$ cat config.mk
export PLATFORM = sky130hd
export DESIGN_NAME = rx_window_ctrl
export DESIGN_NICKNAME = d
export VERILOG_FILES = /design/src/rtl/rfid_rx_pkg.sv /design/src/rtl/rx_window_ctrl_preamble_det.sv /design/src/rtl/rx_window_ctrl.sv
export SDC_FILE = /design/constraint.sdc
export NUM_CORES = 1
export LEC_CHECK = 0
export CAP_MARGIN = 20
export CORE_ASPECT_RATIO = 1.4
export CORE_MARGIN = 2
export CORE_UTILIZATION = 57
export CTS_CLUSTER_DIAMETER = 60
export DETAILED_ROUTE_END_ITERATION = 6
export GPL_ROUTABILITY_DRIVEN = 0
export PLACE_DENSITY = 0.8
export SLEW_MARGIN = 20
export SYNTH_ARGS = -nofsm -noshare
export SYNTH_HDL_FRONTEND = slang
export SYNTH_SLANG_ARGS = --single-unit
export TNS_END_PERCENT = 10
$ cat constraint.sdc
create_clock -name clk -period 2.1 [get_ports clk]
set_input_delay 0.42 -clock clk [delete_from_list [all_inputs] [get_ports clk]]
set_output_delay 0.42 -clock clk [all_outputs]
set_load 0.01 [all_outputs]
$ cat src/rtl/rfid_rx_pkg.sv
`default_nettype none
`timescale 1ns/1ps
// ============================================================================
//  Module      : rfid_rx_pkg
//  Description : Shared receive-path types and link constants (state enum,
//                default preamble, length field width).
//  Revision    : 1.0  initial release
// ============================================================================
package rfid_rx_pkg;

  // Receive sequencer states
  typedef enum logic [1:0] {
    ST_IDLE  = 2'd0,
    ST_GUARD = 2'd1,
    ST_HUNT  = 2'd2,
    ST_RECV  = 2'd3
  } rx_state_t;

  // Preamble shared with the TX encoder and the decoder; MSB is the oldest sample
  localparam int                     PRE_LEN_DEF  = 6;
  localparam logic [PRE_LEN_DEF-1:0] PREAMBLE_DEF = 6'b110100;

  // Width of the payload bit-count field
  localparam int                     LEN_W_DEF    = 8;

endpackage : rfid_rx_pkg
`default_nettype wire

$ cat src/rtl/rx_window_ctrl_preamble_det.sv
`default_nettype none
`timescale 1ns/1ps
// ============================================================================
//  Module      : preamble_det
//  Description : Sliding preamble detector. Shifts one sample per shift_en,
//                tracks how many valid samples are held, and flags a match on
//                the shifting cycle using the window that includes the new
//                sample.
//  Revision    : 1.0  initial release
// ============================================================================
module preamble_det
  import rfid_rx_pkg::*;
#(
  parameter int                 PRE_LEN  = PRE_LEN_DEF,
  parameter logic [PRE_LEN-1:0] PREAMBLE = PREAMBLE_DEF
) (
  input  logic clk,
  input  logic rst,
  input  logic clr,
  input  logic shift_en,
  input  logic din,
  output logic match
);

  localparam int c_fill_w = $clog2(PRE_LEN + 1);

  logic [PRE_LEN-1:0]  r_shift;
  logic [PRE_LEN-1:0]  w_shift_nxt;
  logic [c_fill_w-1:0] r_fill;

  // Window as it will look once the current sample is shifted in
  generate
    if (PRE_LEN == 1) begin : g_single
      assign w_shift_nxt = din;
    end else begin : g_multi
      assign w_shift_nxt = {r_shift[PRE_LEN-2:0], din};
    end
  endgenerate

  // Shift register and saturating fill counter; clr restarts the hunt
  always_ff @(posedge clk) begin
    if (rst || clr) begin
      r_shift <= '0;
      r_fill  <= '0;
    end else if (shift_en) begin
      r_shift <= w_shift_nxt;
      if (r_fill != c_fill_w'(PRE_LEN)) begin
        r_fill <= r_fill + c_fill_w'(1);
      end
    end
  end

  // Match needs a full window of post-clear samples, counting the new one
  assign match = shift_en
               && (w_shift_nxt == PREAMBLE)
               && (r_fill >= c_fill_w'(PRE_LEN - 1));

endmodule : preamble_det
`default_nettype wire

$ cat src/rtl/rx_window_ctrl.sv
`default_nettype none
`timescale 1ns/1ps
// ============================================================================
//  Module      : rx_window_ctrl
//  Description : Receive-window sequencer. After start it skips a guard time,
//                hunts for the preamble, then forwards rx_len sampled bits as
//                a framed stream, or reports a timeout if no preamble shows up.
//  Revision    : 1.0  initial release
// ============================================================================
module rx_window_ctrl
  import rfid_rx_pkg::*;
#(
  parameter int                 GUARD_SMP   = 8,
  parameter int                 TIMEOUT_SMP = 200,
  parameter int                 PRE_LEN     = PRE_LEN_DEF,
  parameter logic [PRE_LEN-1:0] PREAMBLE    = PREAMBLE_DEF,
  parameter int                 LEN_W       = LEN_W_DEF
) (
  input  logic             clk,
  input  logic             rst,
  input  logic             start,
  input  logic             abort,
  input  logic [LEN_W-1:0] rx_len,
  input  logic             in_dat,
  input  logic             in_vld,
  output logic             busy,
  output logic             win_open,
  output logic             bit_dat,
  output logic             bit_vld,
  output logic             bit_last,
  output logic             done,
  output logic             timeout
);

  localparam int                  c_tcnt_w = $clog2(TIMEOUT_SMP + 1);
  localparam logic [c_tcnt_w-1:0] c_guard  = c_tcnt_w'(GUARD_SMP);
  localparam logic [c_tcnt_w-1:0] c_tmo    = c_tcnt_w'(TIMEOUT_SMP);

  rx_state_t           r_state, w_state_nxt;
  logic [c_tcnt_w-1:0] r_tcnt, w_tcnt_nxt, w_tcnt_inc;
  logic [LEN_W-1:0]    r_len, w_len_nxt;
  logic [LEN_W-1:0]    r_bcnt, w_bcnt_nxt, w_bcnt_inc;
  logic                r_bit_dat, w_bit_dat_nxt;
  logic                r_bit_vld, w_bit_vld_nxt;
  logic                r_bit_last, w_bit_last_nxt;
  logic                r_done, w_done_nxt;
  logic                r_timeout, w_timeout_nxt;
  logic                w_pulse_pending;
  logic                w_det_clr;
  logic                w_det_shift;
  logic                w_match;

  // A done/timeout pulse on the outputs means the frame is over; the state
  // leaves for IDLE only after the pulse so a start in that cycle is ignored.
  assign w_pulse_pending = r_done || r_timeout;

  // Detector is cleared on every accepted start and only fed during HUNT
  assign w_det_clr   = (r_state == ST_IDLE) && start && !abort;
  assign w_det_shift = (r_state == ST_HUNT) && in_vld && !abort && !w_pulse_pending;

  // Sample counter saturates at the timeout value instead of wrapping
  assign w_tcnt_inc = (r_tcnt == c_tmo) ? r_tcnt : r_tcnt + c_tcnt_w'(1);
  assign w_bcnt_inc = r_bcnt + LEN_W'(1);

  preamble_det #(
    .PRE_LEN  (PRE_LEN),
    .PREAMBLE (PREAMBLE)
  ) u_preamble_det (
    .clk      (clk),
    .rst      (rst),
    .clr      (w_det_clr),
    .shift_en (w_det_shift),
    .din      (in_dat),
    .match    (w_match)
  );

  // State, counters and registered outputs
  always_ff @(posedge clk) begin
    if (rst) begin
      r_state    <= ST_IDLE;
      r_tcnt     <= '0;
      r_len      <= '0;
      r_bcnt     <= '0;
      r_bit_dat  <= 1'b0;
      r_bit_vld  <= 1'b0;
      r_bit_last <= 1'b0;
      r_done     <= 1'b0;
      r_timeout  <= 1'b0;
    end else begin
      r_state    <= w_state_nxt;
      r_tcnt     <= w_tcnt_nxt;
      r_len      <= w_len_nxt;
      r_bcnt     <= w_bcnt_nxt;
      r_bit_dat  <= w_bit_dat_nxt;
      r_bit_vld  <= w_bit_vld_nxt;
      r_bit_last <= w_bit_last_nxt;
      r_done     <= w_done_nxt;
      r_timeout  <= w_timeout_nxt;
    end
  end

  // Next-state and next-output decode; abort overrides everything
  always_comb begin
    w_state_nxt    = r_state;
    w_tcnt_nxt     = r_tcnt;
    w_len_nxt      = r_len;
    w_bcnt_nxt     = r_bcnt;
    w_bit_dat_nxt  = 1'b0;
    w_bit_vld_nxt  = 1'b0;
    w_bit_last_nxt = 1'b0;
    w_done_nxt     = 1'b0;
    w_timeout_nxt  = 1'b0;

    if (abort) begin
      w_state_nxt = ST_IDLE;
    end else begin
      unique case (r_state)
        ST_IDLE: begin
          if (start) begin
            w_state_nxt = ST_GUARD;
            w_len_nxt   = rx_len;
            w_tcnt_nxt  = '0;
          end
        end

        ST_GUARD: begin
          // Samples are counted but their data is thrown away
          if (in_vld) begin
            w_tcnt_nxt = w_tcnt_inc;
          end
          if (r_tcnt == c_guard) begin
            w_state_nxt = ST_HUNT;
          end
        end

        ST_HUNT: begin
          if (w_pulse_pending) begin
            w_state_nxt = ST_IDLE;
          end else if (in_vld) begin
            w_tcnt_nxt = w_tcnt_inc;
            // A match on the timeout sample still wins
            if (w_match) begin
              if (r_len == '0) begin
                w_done_nxt = 1'b1;
              end else begin
                w_state_nxt = ST_RECV;
                w_bcnt_nxt  = '0;
              end
            end else if (w_tcnt_inc == c_tmo) begin
              w_timeout_nxt = 1'b1;
            end
          end
        end

        ST_RECV: begin
          if (w_pulse_pending) begin
            w_state_nxt = ST_IDLE;
          end else if (in_vld) begin
            w_bit_vld_nxt = 1'b1;
            w_bit_dat_nxt = in_dat;
            w_bcnt_nxt    = w_bcnt_inc;
            if (w_bcnt_inc == r_len) begin
              w_bit_last_nxt = 1'b1;
              w_done_nxt     = 1'b1;
            end
          end
        end

        default: begin
          w_state_nxt = ST_IDLE;
        end
      endcase
    end
  end

  assign busy     = (r_state != ST_IDLE);
  assign win_open = (r_state == ST_HUNT) || (r_state == ST_RECV);
  assign bit_dat  = r_bit_dat;
  assign bit_vld  = r_bit_vld;
  assign bit_last = r_bit_last;
  assign done     = r_done;
  assign timeout  = r_timeout;

endmodule : rx_window_ctrl
`default_nettype wire

== Word level (Yosys, flattened, before mapping) ==
Index checks and enable logic that the tools add are counted.

* Register bits: 39
* Input port bits: 14
* Word-level logic and storage cells: 97

* Add/sub/neg operators: 3
* Magnitude comparators: 1
* Eq/ne operators: 21
* Muxes and demuxes: 30
* Bitwise logic cells: 4
* Reduce and logical (&&, ||, !) cells: 27

{| class="wikitable"
|+ Operators with widths
! operator !! count
|-
| 2-to-1 mux 8 bit || 10
|-
| one-hot mux 8 bit (3 select lines) || 1
|-
| adder 8 x 1 -> 8 bit, second input constant || 2
|-
| equality test 8 bit, second input constant || 2
|-
| inequality test 2 bit, second input constant || 8
|-
| one-hot mux 8 bit (2 select lines) || 1
|-
| 2-to-1 mux 2 bit || 7
|-
| 2-to-1 mux 1 bit || 9
|-
| inequality test 3 bit, second input constant || 3
|-
| equality test 8 x 4 -> 1 bit, second input constant || 1
|-
| equality test 8 bit || 1
|-
| zero test 8 bit || 1
|-
| one-hot mux 2 bit (4 select lines) || 1
|-
| AND reduction 8 bit || 1
|-
| logical AND 1 bit || 7
|-
| equality test 6 bit, second input constant || 1
|-
| AND reduction 6 bit || 1
|-
| OR reduction 6 bit || 1
|-
| OR reduction 5 bit || 1
|-
| equality test 2 bit, second input constant || 2
|-
| NOT 1 bit || 4
|-
| AND reduction 4 bit || 1
|-
| nonzero test 2 bit || 2
|-
| OR reduction 4 bit || 1
|-
| other kinds (14) || 17
|}

== Depth between registers and ports, before layout ==
Gate-level depths: netlist (run 1).

* Depth after elaboration: 10
* Gate-level depth with buffers: 9
* Gate-level depth less buffers: 7

== Cells and area by module ==
A second synthesis (run 1) with hierarchy kept.

* Cells, all modules: 288
* Area total of the unflattened synthesis: 2332.2 µm²

{| class="wikitable"
|+ By module, submodules not included
! module !! times used !! cells an instance !! area an instance (µm²) !! sequential area each (µm²)
|-
| rx_window_ctrl || 1 || 248 || 1939.4 || 620.6
|-
| preamble_det || 1 || 40 || 392.9 || 160.2
|}

== Worst setup path after synthesis (run 1) ==
Ideal clock, no wire load.

* Kind: register to register
* From: register r_state[0]
* To: register r_state[0]
* Arrival time: 1795 ps
* Required time: 1997 ps
* Path slack: 202 ps
* Cell stages (with the launch flop): 8
* Cells stage by stage: dfxtp_1 inv_1 ha_1 clkbuf_8 a21o_2 a221oi_4 a21oi_1 a2111oi_2

* Cells in the longest elaborated chain, start to end: 8
* Elaborated cells on any way between the ends: 17

{| class="wikitable"
|+ RTL lines
! what !! RTL line !! source
|-
| from (decl) || rx_window_ctrl.sv:39 || <nowiki>rx_state_t r_state, w_state_nxt;</nowiki>
|-
| from (signal assigned) || rx_window_ctrl.sv:90 || <nowiki>r_state <= w_state_nxt;</nowiki>
|-
| equality test 2 bit || rx_window_ctrl.sv:59, rx_window_ctrl.sv:117 ||
|-
| logical AND 1 bit (3 in series) || rx_window_ctrl.sv:59 || <nowiki>assign w_det_shift = (r_state == ST_HUNT) && in_vld && !abort && !w_pulse_pending;</nowiki>
|-
| logical AND 1 bit || rx_window_ctrl_preamble_det.sv:55 || <nowiki>&& (w_shift_nxt == PREAMBLE)</nowiki>
|-
| logical AND 1 bit || rx_window_ctrl_preamble_det.sv:56 || <nowiki>&& (r_fill >= c_fill_w'(PRE_LEN - 1));</nowiki>
|-
| inequality test 3 x 2 -> 1 bit (no line) || - ||
|-
| AND reduction 6 bit (no line) || - ||
|}

Parallel ways exist; a longest one is shown, timed or not.
A chain may end at the register's enable or synchronous reset.

== Worst setup path in the final report (run 1) ==
* From: register r_state[0]
* To: output win_open

* Cells in the longest elaborated chain, start to end: 2
* Elaborated cells on any way between the ends: 3

{| class="wikitable"
|+ RTL lines
! what !! RTL line !! source
|-
| equality test 2 bit || rx_window_ctrl.sv:177 || <nowiki>assign win_open = (r_state == ST_HUNT) || (r_state == ST_RECV);</nowiki>
|-
| logical OR 1 bit * || rx_window_ctrl.sv:177 ||
|-
| to (decl) || rx_window_ctrl.sv:27 || <nowiki>output logic win_open,</nowiki>
|}

Mark *: on every way between the ends. The rest lies on a longest branch, timed or not.

==> impl_metrics.ini, run 1 <==
[routing]
detail_route.first_pass.iterations = 4
drc_errors = 0
via_count = 2168
antenna_left = 0
vias_per_cell = 5.96
drt-total-wl_mm = 5.60
wl_per_cell_um = 15.4
drt_iter0_drc = 81

[timing]
drv_slew = 0
hold_viol = 0
max_freq_mhz = 484
worst_pin_slew_ns = 0.603
setup_violations = 0
min_period_over_period_pct = 98.3
period_minus_slack_ns = 2.06
maxSlewHeadroom_pct = 59.8
skew_ns = 0.00688

[critical_path]
startpoint = r_state[0]$_SDFFE_PP0P_
required_ns = 1.68
crit_arrival_ns = 1.64
cp_max_fo = 7
regToRegSetupSlack_ns = 0.13
crit_type = flip-flop to output port
critPathSlowestCell = clkdlybuf4s50_1
worstSetupEndpointType = output port
startpoint_type = flip-flop
crit_chain = inv_1 -> ha_4 -> nor2_2 -> inv_1 -> clkdlybuf4s50_1
path_common_cell = inv_1
slowest_delay_ns = 0.53
r2r_start = r_bcnt[0]$_SDFFE_PP0P_

[flow_run]
cap_viol_max_count = 0

[logic_synthesis]
synth_common_cells = dfxtp_1, nor2_1, nand2_1, a21oi_1, inv_1
netlist_instances = 280
yosys.area.top_type = dfxtp_1
syn-num-nets = 304
ys_ff_latch = 39
async_flop_share_pct = 0
syn_area_um2 = 2360
ys.warnings.count = 0
synth_most_common_cell = dfxtp_1
synth.distinct_cells = 54
synth_top_area_share_pct = 33.0
ys_seq_area_share_pct = 33.0
synth_ff_type = dfxtp_1
netlist_top_cells_area = dfxtp_1, ha_1, a21oi_1
syn_area_per_cell_um2 = 8.44
synth-edff-count = 0

[clock_tree]
cts_num_sinks = 39
cts_buffers = 5
clk_latency_ns = 0.30
path_clk_slew_ns = 0.08
cts_max_path_buffers = 2
root_buffer = clkbuf_8
cts_tree = done
h-tree-depth = 2
ctsHoldBuffers = 0

[layout]
fillers = 289
utilization_pct = 73.3
antenna_cells = 0
areaGrowthSynthToFinish_pct = 22.6
nets = 344
drive_above_1_share_pct = 17.1

[power_and_ir_drop]
total_power_mw = 1.62
ir_drop_mv = 0.518
powerDensity_nw_per_um2 = 559
leakagePower_nw = 1.13

[die]
core_um2 = 3950
start_util_pct = 59.8
rows = 27
ioPinCount = 21
die_area_um2 = 4680
fp.dieH_um = 80.2
die_w_um = 58.4

[grt]
grt_pass1_vias = 2081
grt_pass1_wl_mm = 9.24
grt_max_degree = 21
overflow = 0
antenna_found_initial = 0
grt_usage_pct = 25.3

[worst_hold_path]
hold_start = u_preamble_det.r_shift[4]$_SDFFE_PP0P_
min_path_type = flip-flop to flip-flop

[outcome]
status = finished clean

[placement]
port_buffers = 20
hpwlAfterDp_mm = 4.03
worst max-delay path, delay by kind of cell (launching register included):
| kind | cells | cell delay [ns] |
|---|---|---|
| flops | 1 | 0.35 |
| fa+ha+maj | 1 | 0.20 |
| simple gates | 1 | 0.05 |
| buf+inv | 3 | 0.73 |
state kept, by name (all words and copies together), names as in the netlist, 2 cells and up:
register,count
r_bcnt,8
r_len,8
r_tcnt,8
u_preamble_det.r_shift,5
u_preamble_det.r_fill,3
r_state,2
kinds of logic after synthesis:
group                    synth area share, %
AND/OR/NAND/NOR                         29.4
AO/OA/AOI/OAI                           17.9
flip-flops                              33.0
buffers and inverters                   6.14
XOR/XNOR                                4.82
adder cells (fa/ha/maj)                 5.29
multiplexers                            3.39
area by class of cell:
type / count / area [um^2] / share of cell area (%)
inverters: 18 / 67.6 / 2.33
well taps: 43 / 53.8 / 1.86
clock buffers: 6 / 82.6 / 2.85
repair buffers: 45 / 387 / 13.3
flip-flops and latches: 39 / 785 / 27.1
multi-input cells: 211 / 1490 / 51.3
clock inverters: 2 / 35.0 / 1.21
through the flow:
stage	cell area (um^2)	hold slack (ns)	instances	setup TNS (ns)	worst slack, ns
final	2900	0.483	364	0	0.0355
after global routing	2900	0.492	364	-0.0849	-0.0347
after CTS	2850	0.477	364	-0.0361	-0.0361
after detailed placement	2720	0.465	355	-3.87	-0.384
after global placement	2720	0.457	355	-3.48	-0.351
after floorplan	2360	0.445	280	0	0.202
layer usage:
metal	global-route usage, %	wire (um)
met2	45.2	3010
met3	4.35	121
met1	28.1	2330
met5	0	0
met4	12.6	129
worst paths after layout:
kind,cells past startpoint,end
setup / recovery,5,win_open
hold / removal,2,u_preamble_det.r_shift[4]$_SDFFE_PP0P_
setup reg to reg,6,done$_SDFF_PP0_
hold reg to reg,2,u_preamble_det.r_shift[4]$_SDFFE_PP0P_
layout by cell type (no fill, tap or decap), types with 2 or more instances in the layout:
cell type        Yosys  layout
a2111oi_2            1       2
a211oi_1             3       3
a21o_1               3       3
a21oi_1             22      21
a22oi_1              6       6
and2_1               3       3
and3_1               7       7
and4_1               2       2
buf_4                0      25
clkbuf_8             3       6
clkdlybuf4s50_1      0      19
dfxtp_1             39      36
dfxtp_2              0       3
ha_1                10       6
ha_2                 0       2
ha_4                 0       2
inv_1               18      18
mux2i_1              8       8
nand2_1             23      23
nand2b_1             5       5
nand3_1             11      11
nand4_1              4       4
nand4b_1             8       8
nor2_1              28      27
nor2b_1              3       3
nor3_1               5       5
nor3b_1              3       3
nor4_1               4       4
o21ai_0              7       7
o32ai_1              5       5
or3_1                4       4
xnor2_1              6       6
xor2_1               7       7
power by group:
group / internal, mW / switching (mW) / leakage, nW / total [mW]
combinational: 0.0972 / 0.0941 / 0.748 / 0.191
clock: 0.385 / 0.278 / 0.0612 / 0.663
sequential: 0.750 / 0.0136 / 0.317 / 0.764
repair_timing:
action / CTS / global route
gates resized for setup: 4 / 11
buffers inserted: 1 / 0
pin swaps: 2 / 2
endpoints found under the setup margin: 9 / 6
(Power assumes the default switching activity.)
==> inputs of run 2 (changes only) <==
--- a/config.mk
+++ b/config.mk
@@ -5,6 +5,7 @@
 export SDC_FILE = /design/constraint.sdc
 export NUM_CORES = 1
 export LEC_CHECK = 0
+export ABC_AREA = 1
 export CAP_MARGIN = 20
 export CORE_ASPECT_RATIO = 1.4
 export CORE_MARGIN = 2
@@ -13,8 +14,8 @@
 export DETAILED_ROUTE_END_ITERATION = 6
 export GPL_ROUTABILITY_DRIVEN = 0
 export PLACE_DENSITY = 0.8
-export SLEW_MARGIN = 20
 export SYNTH_ARGS = -nofsm -noshare
 export SYNTH_HDL_FRONTEND = slang
+export SYNTH_HIERARCHICAL = 1
 export SYNTH_SLANG_ARGS = --single-unit
 export TNS_END_PERCENT = 10
==> run 2 against run 1 <==
  * Routed wire length shrank 5.9%
  * Sequential cell count is the same
  * First-iteration DRC count grew 60%
  * Critical path depth grew 1
  * Worst hold slack lost 0.014 ns
  * Utilization shrank 3.3 points
  * Clock power shrank 26%
  * Cell count grew 20%
  * Final area shrank 4.5%
  * Critical endpoint unchanged
  * Largest cell class unchanged
==> impl_metrics.ini, run 2 <==
[outcome]
status = finished clean

[timing]
drv_slew = 0
max_freq_mhz = 526
worst_pin_slew_ns = 0.407
maxSlewHeadroom_pct = 72.9
worst_hold_slack_ns = 0.468
setup_ws_ns = 0.198
min_period_over_period_pct = 90.6
skew_ns = 0.00915
setup_violations = 0
period_minus_slack_ns = 1.90
hold_viol = 0

[clock_tree]
clk_latency_ns = 0.28
root_buffer = clkbuf_8
cts_max_path_buffers = 2
cts_num_sinks = 39
cts_buffers = 5
path_clk_slew_ns = 0.07
cts_tree = done
h-tree-depth = 2
postCtsSetupBuffers = 0
ctsHoldBuffers = 0

[power_and_ir_drop]
power.switching_mw = 0.360
ir_drop_mv = 0.517
leakagePower_nw = 1.18
total_power_mw = 1.42
powerDensity_nw_per_um2 = 514
switching_share_pct = 25.3
pwr-share-comb_pct = 11.7
internal_power_mw = 1.06
seqPwrFrac_pct = 53.8
clkPwrFrac_pct = 34.5

[grt]
antenna_found_initial = 0
grt_pass1_wl_mm = 9.16
grt_max_degree = 17
overflow = 0
grt_usage_pct = 25.0
grt_pass1_vias = 2202

[logic_synthesis]
synth_most_common_cell = nand2_1
yosys.area.top_type = dfxtp_1
ys_seq_area_share_pct = 33.3
synth_common_cells = nand2_1, inv_1, nor2_1, dfxtp_1, nand3_1
synth.distinct_cells = 33
ys.warnings.count = 6
ys_ff_latch = 39
synth_ff_type = dfxtp_1
synth_top_area_share_pct = 33.3
syn_area_um2 = 2350
synth-edff-count = 0
netlist_instances = 357
syn_area_per_cell_um2 = 6.57
async_flop_share_pct = 0
netlist_top_cells_area = dfxtp_1, nand2_1, inv_1
syn-num-nets = 381

[critical_path]
startpoint_type = flip-flop
crit_type = flip-flop to output port
cp_max_fo = 4
r2r_start = r_state[0]$_SDFFE_PP0P_
critPathSlowestCell = dfxtp_1
startpoint = r_state[0]$_SDFFE_PP0P_
required_ns = 1.68
slowest_delay_ns = 0.35
crit_chain = inv_2 -> ha_2 -> buf_4 -> inv_1 -> nand2_1 -> dlygate4sd2_1
crit_arrival_ns = 1.48
worstSetupEndpointType = output port

[routing]
vias_per_cell = 5.28
wl_per_cell_um = 12.0
drt-total-wl_mm = 5.26
detail_route.first_pass.iterations = 5
drc_errors = 0
drt_iter0_drc = 130
via_count = 2306
antenna_left = 0

[placement]
port_buffers = 20
place_ws_ns = -0.279
post_dp_cell_area_um2 = 2670
hpwlAfterDp_mm = 4.03

[die]
ioPinCount = 21
die_area_um2 = 4650
start_util_pct = 59.4
die_w_um = 58.2
rows = 27
fp.dieH_um = 79.9
core_um2 = 3950

[layout]
mostFrequentLayoutCells = nand2_1, inv_1, nor2_1
final_common_cell = nand2_1
areaGrowthSynthToFinish_pct = 17.8
utilization_pct = 70.0
largest_registers = r_bcnt x8, r_len x8, r_tcnt x8
nets = 417
drive_above_1_share_pct = 12.4
antenna_cells = 0
fillers = 338
stdcell_area_um2 = 2770

[worst_hold_path]
min_path_type = flip-flop to flip-flop
hold_start = u_preamble_det/r_shift[1]$_SDFFE_PP0P_

[flow_run]
cap_viol_max_count = 0
## run 2: cell count changes after synthesis, moves of 6 or more
cell / delta
o21ai_0: +11
and3_1: -7
mux2i_1: -8
nor2_1: +23
nand4b_1: -8
inv_1: +34
nand2_1: +58
clkbuf_1: -6
nand3_1: +19
## run 2: power groups by stage
stage / combinational [mW] / clock [mW] / sequential (mW)
final: 0.166 / 0.491 / 0.764
after global placement: 0.164 / 0 / 0.781
after global routing: 0.189 / 0.534 / 0.766
after CTS: 0.166 / 0.503 / 0.764
after detailed placement: 0.165 / 0 / 0.781
after floorplan: 0.0968 / 0 / 0.779
## run 2: area by class of cell
| type | count | area (um^2) | area share (%) |
|---|---|---|---|
| repair buffers | 35 | 314 | 11.4 |
| multi-input cells | 258 | 1330 | 48.1 |
| well taps | 43 | 53.8 | 1.95 |
| inverters | 54 | 205 | 7.42 |
| clock buffers | 7 | 76.3 | 2.76 |
| clock inverters | 1 | 5.00 | 0.181 |
| flip-flops and latches | 39 | 781 | 28.2 |
## run 2: repair_timing
action | 4_1_cts | 5_1_grt
setup endpoints to repair | 1 | 11
cloned | 0 | 1
gates resized for setup | 1 | 8
pin swaps | 0 | 4
## run 2: cells by family after synthesis
group	share of synthesized area [%]
AOI/OAI and AO/OA	14.0
xor gates and xnor gates	1.49
buffers and inverters	10.6
adders and majority gates	5.33
and+or+nand+nor	35.3
DFF	33.3
## run 2: stage by stage
step	setup TNS (ns)	cells
detailed placement	-2.19	428
CTS	0	436
floorplan	0	357
finish	0	437
global route	-0.0279	437
global placement	-1.43	428
## run 2: critical path, delay by kind of cell, from the launching register on
| kind | cells | cell delay (ns) |
|---|---|---|
| buffers and inverters | 4 | 0.58 |
| DFF | 1 | 0.35 |
| adders and majority gates | 1 | 0.19 |
| and+or+nand+nor | 1 | 0.09 |
## run 2: final timing paths
check        slack, ns                                     end  depth (start not counted)
min reg2reg       0.47  u_preamble_det/r_shift[2]$_SDFFE_PP0P_                          2
max reg2reg       0.26                 r_state[1]$_SDFFE_PP0P_                         15
max               0.20                                win_open                          6
min               0.47  u_preamble_det/r_shift[2]$_SDFFE_PP0P_                          2
## run 2: routing by layer
layer / track usage (%) / share of wire, %
met5: 0 / 0
met4: 9.07 / 2.2
met3: 4.21 / 3.2
met2: 46.4 / 53
met1: 27.9 / 42
